`src/rtl/hazard_stall_unit.sv`:
```
// ----------------------------------------------------------------------------
// hazard_stall_unit
//
// Purpose:
//   Detects pipeline hazards at the ID stage and freezes the front end for
//   them. The PC and IF/ID register are held and a bubble is pushed into
//   ID/EX. Three hazard sources are detected:
//     - load-use: a load in EX writes a register that ID reads
//     - multiply/divide: the multicycle unit is busy while ID holds another
//       mult/div or an mfhi/mflo
//     - branch-in-ID (optional, macro HAZARD_BRANCH_ID_EN): a beq/bne in ID
//       needs a value that is still being produced by EX or by a load in MEM
//
// Configuration macro:
//   HAZARD_BRANCH_ID_EN  enables the branch-in-ID hazard term. When it is not
//                        defined, EX_RegWrite, EX_rd, MEM_MemRead, MEM_rd and
//                        ID_Op are still ports but are ignored.
//
// Parameters:
//   REG_W       register specifier width
//   OP_W        opcode width
//   MULDIV_LAT  busy cycles of the multiply/divide unit (1..15)
//
// Ports:
//   clk, reset_n               clock, asynchronous active-low reset
//   EX_MemRead, EX_rt          load in EX and its destination
//   EX_RegWrite, EX_rd         register write in EX and its destination
//   MEM_MemRead, MEM_rd        load in MEM and its destination
//   ID_rs, ID_rt, ID_Op        ID-stage sources and opcode
//   ID_MulDiv, ID_ReadHiLo     ID holds mult/div, ID holds mfhi/mflo
//   PC_WriteEn, IFID_WriteEn   1 = advance PC / IF-ID register
//   Stall_flush                1 = insert bubble into ID-EX
//   MulDiv_Busy                multicycle unit occupied
// ----------------------------------------------------------------------------
module hazard_stall_unit #(
   parameter int REG_W      = 5,
   parameter int OP_W       = 6,
   parameter int MULDIV_LAT = 4
) (
   input  logic             clk,
   input  logic             reset_n,
   input  logic             EX_MemRead,
   input  logic [REG_W-1:0] EX_rt,
   input  logic             EX_RegWrite,
   input  logic [REG_W-1:0] EX_rd,
   input  logic             MEM_MemRead,
   input  logic [REG_W-1:0] MEM_rd,
   input  logic [REG_W-1:0] ID_rs,
   input  logic [REG_W-1:0] ID_rt,
   input  logic [OP_W-1:0]  ID_Op,
   input  logic             ID_MulDiv,
   input  logic             ID_ReadHiLo,
   output logic             PC_WriteEn,
   output logic             IFID_WriteEn,
   output logic             Stall_flush,
   output logic             MulDiv_Busy
);

   localparam logic [3:0] BUSY_LOAD = 4'(MULDIV_LAT);

   logic [3:0] busyCount;
   logic       loadUseHazard;
   logic       mulDivHazard;
   logic       branchHazard;
   logic       stall;

   // A load in EX only matters when its destination is a real register
   // (r0 is hardwired) and the instruction in ID reads that register.
   assign loadUseHazard = EX_MemRead && (EX_rt != '0) &&
                          ((EX_rt == ID_rs) || (EX_rt == ID_rt));

   // While the multicycle unit is running, neither a new mult/div nor a
   // HI/LO read may leave ID.
   assign mulDivHazard = (busyCount != 4'd0) && (ID_MulDiv || ID_ReadHiLo);

`ifdef HAZARD_BRANCH_ID_EN
   localparam logic [OP_W-1:0] OP_BEQ = OP_W'(6'b000100);
   localparam logic [OP_W-1:0] OP_BNE = OP_W'(6'b000101);

   logic isBranch;
   logic exConflict;
   logic memConflict;

   // Branches resolve in ID, so they need their operands before forwarding
   // from EX or a load still in MEM could deliver them.
   assign isBranch    = (ID_Op == OP_BEQ) || (ID_Op == OP_BNE);
   assign exConflict  = EX_RegWrite && (EX_rd != '0) &&
                        ((EX_rd == ID_rs) || (EX_rd == ID_rt));
   assign memConflict = MEM_MemRead && (MEM_rd != '0) &&
                        ((MEM_rd == ID_rs) || (MEM_rd == ID_rt));
   assign branchHazard = isBranch && (exConflict || memConflict);
`else
   logic unusedBranchInputs;

   // The branch term is compiled out; the inputs are folded together only
   // so that they have a reader.
   assign unusedBranchInputs = ^{ID_Op, EX_RegWrite, EX_rd, MEM_MemRead, MEM_rd};
   assign branchHazard       = 1'b0;
`endif

   assign stall = loadUseHazard || mulDivHazard || branchHazard;

   // Busy counter for the multicycle unit. A mult/div that is itself stalled
   // has not issued yet, so it must not start the count; the count keeps
   // running down while other hazards hold the pipeline. Reset abandons any
   // operation in flight.
   always_ff @(posedge clk or negedge reset_n) begin
      if (!reset_n) begin
         busyCount <= 4'd0;
      end else if (ID_MulDiv && !stall) begin
         busyCount <= BUSY_LOAD;
      end else if (busyCount != 4'd0) begin
         busyCount <= busyCount - 4'd1;
      end
   end

   // Pipeline control is combinational so the stall takes effect in the same
   // cycle the hazard appears. During reset the front end is held frozen and
   // the ID/EX register is kept as a bubble whatever the inputs say.
   always_comb begin
      PC_WriteEn   = !stall;
      IFID_WriteEn = !stall;
      Stall_flush  = stall;
      if (!reset_n) begin
         PC_WriteEn   = 1'b0;
         IFID_WriteEn = 1'b0;
         Stall_flush  = 1'b1;
      end
   end

   assign MulDiv_Busy = (busyCount != 4'd0);

endmodule

```
`config.mk`:
```
export PLATFORM = sky130hd
export DESIGN_NAME = hazard_stall_unit
export DESIGN_NICKNAME = d
export VERILOG_FILES = /design/src/rtl/hazard_stall_unit.sv
export SDC_FILE = /design/constraint.sdc
export NUM_CORES = 1
export LEC_CHECK = 0
export CAP_MARGIN = 5
export CORE_AREA = 3 3 43 45
export CTS_BUF_LIST = sky130_fd_sc_hd__clkbuf_16
export CTS_CLUSTER_DIAMETER = 200
export DETAILED_ROUTE_END_ITERATION = 16
export DIE_AREA = 0 0 46 48
export GPL_TIMING_DRIVEN = 0
export PLACE_DENSITY_LB_ADDON = 0.05
export SYNTH_ARGS = -nofsm -noshare
export SYNTH_HDL_FRONTEND = slang
export SYNTH_SLANG_ARGS = --single-unit
```
`constraint.sdc`:
```
create_clock -name clk -period 2.5 [get_ports clk]
set_input_delay 0.5 -clock clk [delete_from_list [all_inputs] [get_ports clk]]
set_output_delay 0.5 -clock clk [all_outputs]
set_load 0.01 [all_outputs]
```
## Word level (Yosys, flattened, before mapping)

Index checks and enable logic that the tools add are counted.

| word-level totals | value |
|---|---|
| register bits after elaboration | 4 |
| output and inout port bits | 4 |
| word-level logic and storage cells | 19 |

| operators by class | value |
|---|---|
| $add $sub $neg | 1 |
| equality and inequality tests | 2 |
| mux-type cells | 4 |
| reduce and logical (&&, ||, !) cells | 11 |

Operators by type and width:

| kind | number |
|---|---|
| $eq 5x5->1 | 2 |
| $mux 4 | 2 |
| $reduce_bool 5->1 | 1 |
| $logic_and 1x1->1 | 4 |
| $reduce_bool 4->1 | 1 |
| $sub 4x1->4 const B | 1 |
| $logic_or 1x1->1 | 3 |
| $mux 1 | 2 |
| $reduce_bool 2->1 | 1 |
| $logic_not 1->1 | 1 |

## Logic depth before layout (Yosys ltp)

| logic depth | value |
|---|---|
| depth after elaboration | 7 |
| gate-level depth with buffers | 5 |
| depth with buffers taken out | 5 |

## Least setup slack after synthesis

OpenSTA, ideal clock, no wires.

| timing | value |
|---|---|
| path kind | reg-to-output |
| start point | register busyCount[0] |
| end point | output PC_WriteEn |
| data arrival time | 1636 ps |
| required time | 2000 ps |
| setup slack | 364 ps |
| cell stages (with the launch flop) | 6 |
| path through | dfrtp_1 > inv_1 > ha_1 > nor3b_1 > o221a_2 > buf_4 |

| on the way | value |
|---|---|
| word-level cells in the longest chain between the ends | 5 |

Ends and longest elaborated chain:

| item | RTL line | source |
|---|---|---|
| start, declared | 61 | `logic [3:0] busyCount;` |
| start signal, assigned | 113 | `busyCount <= busyCount - 4'd1;` |
| $reduce_bool 4->1 | 74 | `assign mulDivHazard = (busyCount != 4'd0) && (ID_MulDiv \|\| ID_ReadHiLo);` |
| $logic_and 1x1->1 | 74 |  |
| $logic_or 1x1->1 | 101 | `assign stall = loadUseHazard \|\| mulDivHazard \|\| branchHazard;` |
| $logic_not 1->1 | n/a |  |
| $mux 1 | n/a |  |
| end, declared | 53 | `output logic PC_WriteEn,` |

No other way between the ends.

## Worst setup path after layout

| timing | value |
|---|---|
| start point | input ID_rt[2] |
| end point | output PC_WriteEn |

| on the way | value |
|---|---|
| word-level cells in the longest chain between the ends | 6 |

Ends and longest elaborated chain:

| item | RTL line | source |
|---|---|---|
| start, declared | 49 | `input logic [REG_W-1:0] ID_rt,` |
| $eq 5x5->1 | 70 | `((EX_rt == ID_rs) \|\| (EX_rt == ID_rt));` |
| $logic_or 1x1->1 | 70 |  |
| $logic_and 1x1->1 | 69 | `assign loadUseHazard = EX_MemRead && (EX_rt != '0) &&` |
| $logic_or 1x1->1 | 101 |  |
| $logic_not 1->1 | 121 | `PC_WriteEn = !stall;` |
| $mux 1 | 124 | `if (!reset_n) begin` |

No other way between the ends.

==> impl_metrics.json <==
{
  "drv_cap": 0,
  "largest_reg_flops": 4,
  "drt-initial-drc-count": 2,
  "dr.pass1.iters": 4,
  "largestRegisters": "busyCount: 4 flops",
  "p_leak_nw": 0.336,
  "syn_avg_cell_area_sq_um": 9.00,
  "syn_area_sq_um": 378,
  "r2r_slack_ps": 1010,
  "ys_seq_area_share_pct": 26.5,
  "hold_violations": 0,
  "hold_path.class": "primary input to asynchronous set/reset pin",
  "clkLatencyLatePin_ps": 220,
  "gp_congestion": 0.664,
  "finalWirelength_um": 974,
  "cts_hold_buf": 0,
  "coreArea_sq_um": 1510,
  "vias": 398,
  "htree_levels": 1,
  "clock_sinks": 4,
  "syn_inst": 42,
  "irDropWorstVdd_v": 0.000371,
  "worstPathMaxFanout": 3,
  "cts_buffers": 3,
  "fill_cells": 152,
  "skew_ps": 2.80,
  "layout.nets": 113,
  "diodes": 0,
  "final_layout_size_suffix_gt1_share_pct": 25.4,
  "finalCritPeriodShare_pct": 97.3,
  "detail_route.wl_per_cell_um": 11.2,
  "hold_slack_ps": 512,
  "overflow": 0,
  "antenna_found_initial": 0,
  "drcViolationCount": 0,
  "status": "completed",
  "worstMarginPinSlew_ps": 508,
  "die-area_sq_um": 2210,
  "regMostFlops": "busyCount",
  "critPathArrivalTime_ps": 1930,
  "areaGrowthSynthToFinish_pct": 97.4,
  "initial_core_util_pct": 25.1,
  "via_per_inst": 4.57,
  "stdcell_count": 87,
  "rsz0062_at_grt": "false",
  "grt_pass1_vias": 337,
  "synth_cell_type_count": 17,
  "maxSlewViolCount": 0,
  "final_common_cell": "clkdlybuf4s50_1",
  "grt_max_degree": 9,
  "fmax_mhz": 411,
  "start_kind": "primary input",
  "die_h_um": 48,
  "clk_pin_slew_ps": 30,
  "mostFrequentLayoutCells": "clkdlybuf4s50_1, xor2_1, nor2_1, buf_4, dfrtp_1",
  "fp-row-count": 14,
  "clock_path_buffers": 2,
  "grt_pass1_wl_mm": 1.33,
  "antenna_left": 0,
  "port_buffers": 23,
  "setup_viol": 0,
  "yosysWarnings": 0,
  "placed_area_sq_um": 628,
  "die_x_um": 46,
  "end_kind": "output port",
  "dp.cells": 81,
  "io_pins": 42,
  "worstPathRequired_ps": 2000,
  "synth.net_count": 82,
  "slew_headroom_pct": 66.0,
  "crit_type": "primary input to output port",
  "ys_ff_latch": 4,
  "period_needed_ps": 2430,
  "cts_tree": "built",
  "track_usage_pct": 8.87,
  "final_cell_area_sq_um": 746,
  "cts-root-buf": "clkbuf_16",
  "p_per_area_nw_per_um2": 826
}
[kinds of logic after synthesis]
group           Yosys count  share of synthesized area (%)
simple gates             12                           16.6
xor+xnor                 11                           25.5
compound gates            8                           18.9
fa+ha+maj                 2                           6.62
buf+inv                   5                           5.96
flops                     4                           26.5
[cells in the mapped netlist]
cell | count | share of area [%]
a31o_1 | 2 | 4.6
nor3b_1 | 1 | 2.0
a21o_1 | 1 | 2.0
a21oi_1 | 1 | 1.3
a22oi_2 | 1 | 3.3
inv_2 | 1 | 0.99
or3_1 | 1 | 1.7
ha_1 | 2 | 6.6
buf_4 | 1 | 2.0
o221a_2 | 1 | 3.0
nor3_1 | 3 | 4.0
dfrtp_1 | 4 | 26
or4_4 | 1 | 3.0
inv_1 | 3 | 3.0
nor2_1 | 6 | 6.0
o21ai_2 | 2 | 4.6
xor2_1 | 11 | 25
[critical path, cell delays in order]
cell and delay (ps):
clkdlybuf4s50_1 410, xor2_1 150, nor3_2 190, a22oi_2 120, o221a_4 300, buf_4 120, buf_2 130
[metal layers]
layer	vias up	share of wire, %	track usage [%]
met3	0	10	4.89
met5	-	0	0
met1	178	36	8.43
met4	0	0	3.41
li1	201	-	-
met2	19	53	15.9
[final timing paths]
kind	from	end	depth (start not counted)
worst max-delay path	ID_rt[2]	PC_WriteEn	7
worst min-delay path	reset_n	busyCount[3]$_DFFE_PN0P_	1
worst max register to register	busyCount[0]$_DFFE_PN0P_	busyCount[1]$_DFFE_PN0P_	5
worst min register to register	busyCount[1]$_DFFE_PN0P_	busyCount[1]$_DFFE_PN0P_	1
max in group asynchronous	reset_n	busyCount[1]$_DFFE_PN0P_	1
min in group clk	busyCount[1]$_DFFE_PN0P_	busyCount[1]$_DFFE_PN0P_	1
[report_power, final]
group | total [mW] | switching (mW) | internal, mW
combinational | 0.239 | 0.108 | 0.132
clock | 0.248 | 0.0434 | 0.204
sequential | 0.129 | 0.0287 | 0.101
total | 0.616 | 0.180 | 0.437
[final cells by class]
type,instances,area [sq um],share of cell area (%)
multi-input combinational,33,287,38.4
buffer,1,7.51,1.01
sequential,4,100,13.4
clock buffer,3,75.1,10.1
timing repair buffer,26,241,32.4
tap,16,20.0,2.68
inverter,4,15.0,2.01
[repair_timing]
item,CTS,global route
gates resized for setup,17,5
pin swaps,6,3
gates cloned,0,0
buffers inserted,2,1
endpoints found under the setup margin,4,3
[per-stage QoR]
stage	power [mW]	setup TNS, ps	setup WS, ps	utilization [%]
final	0.616	0	68.5	49.5
after global routing	0.658	0	1.82	49.5
after CTS	0.623	0	12.7	48.7
after detailed placement	0.365	-1530	-581	41.7
after global placement	0.367	-1470	-554	41.7
after floorplan	0.273	0	364	-
Note: power is estimated with default switching activity, not from simulation.
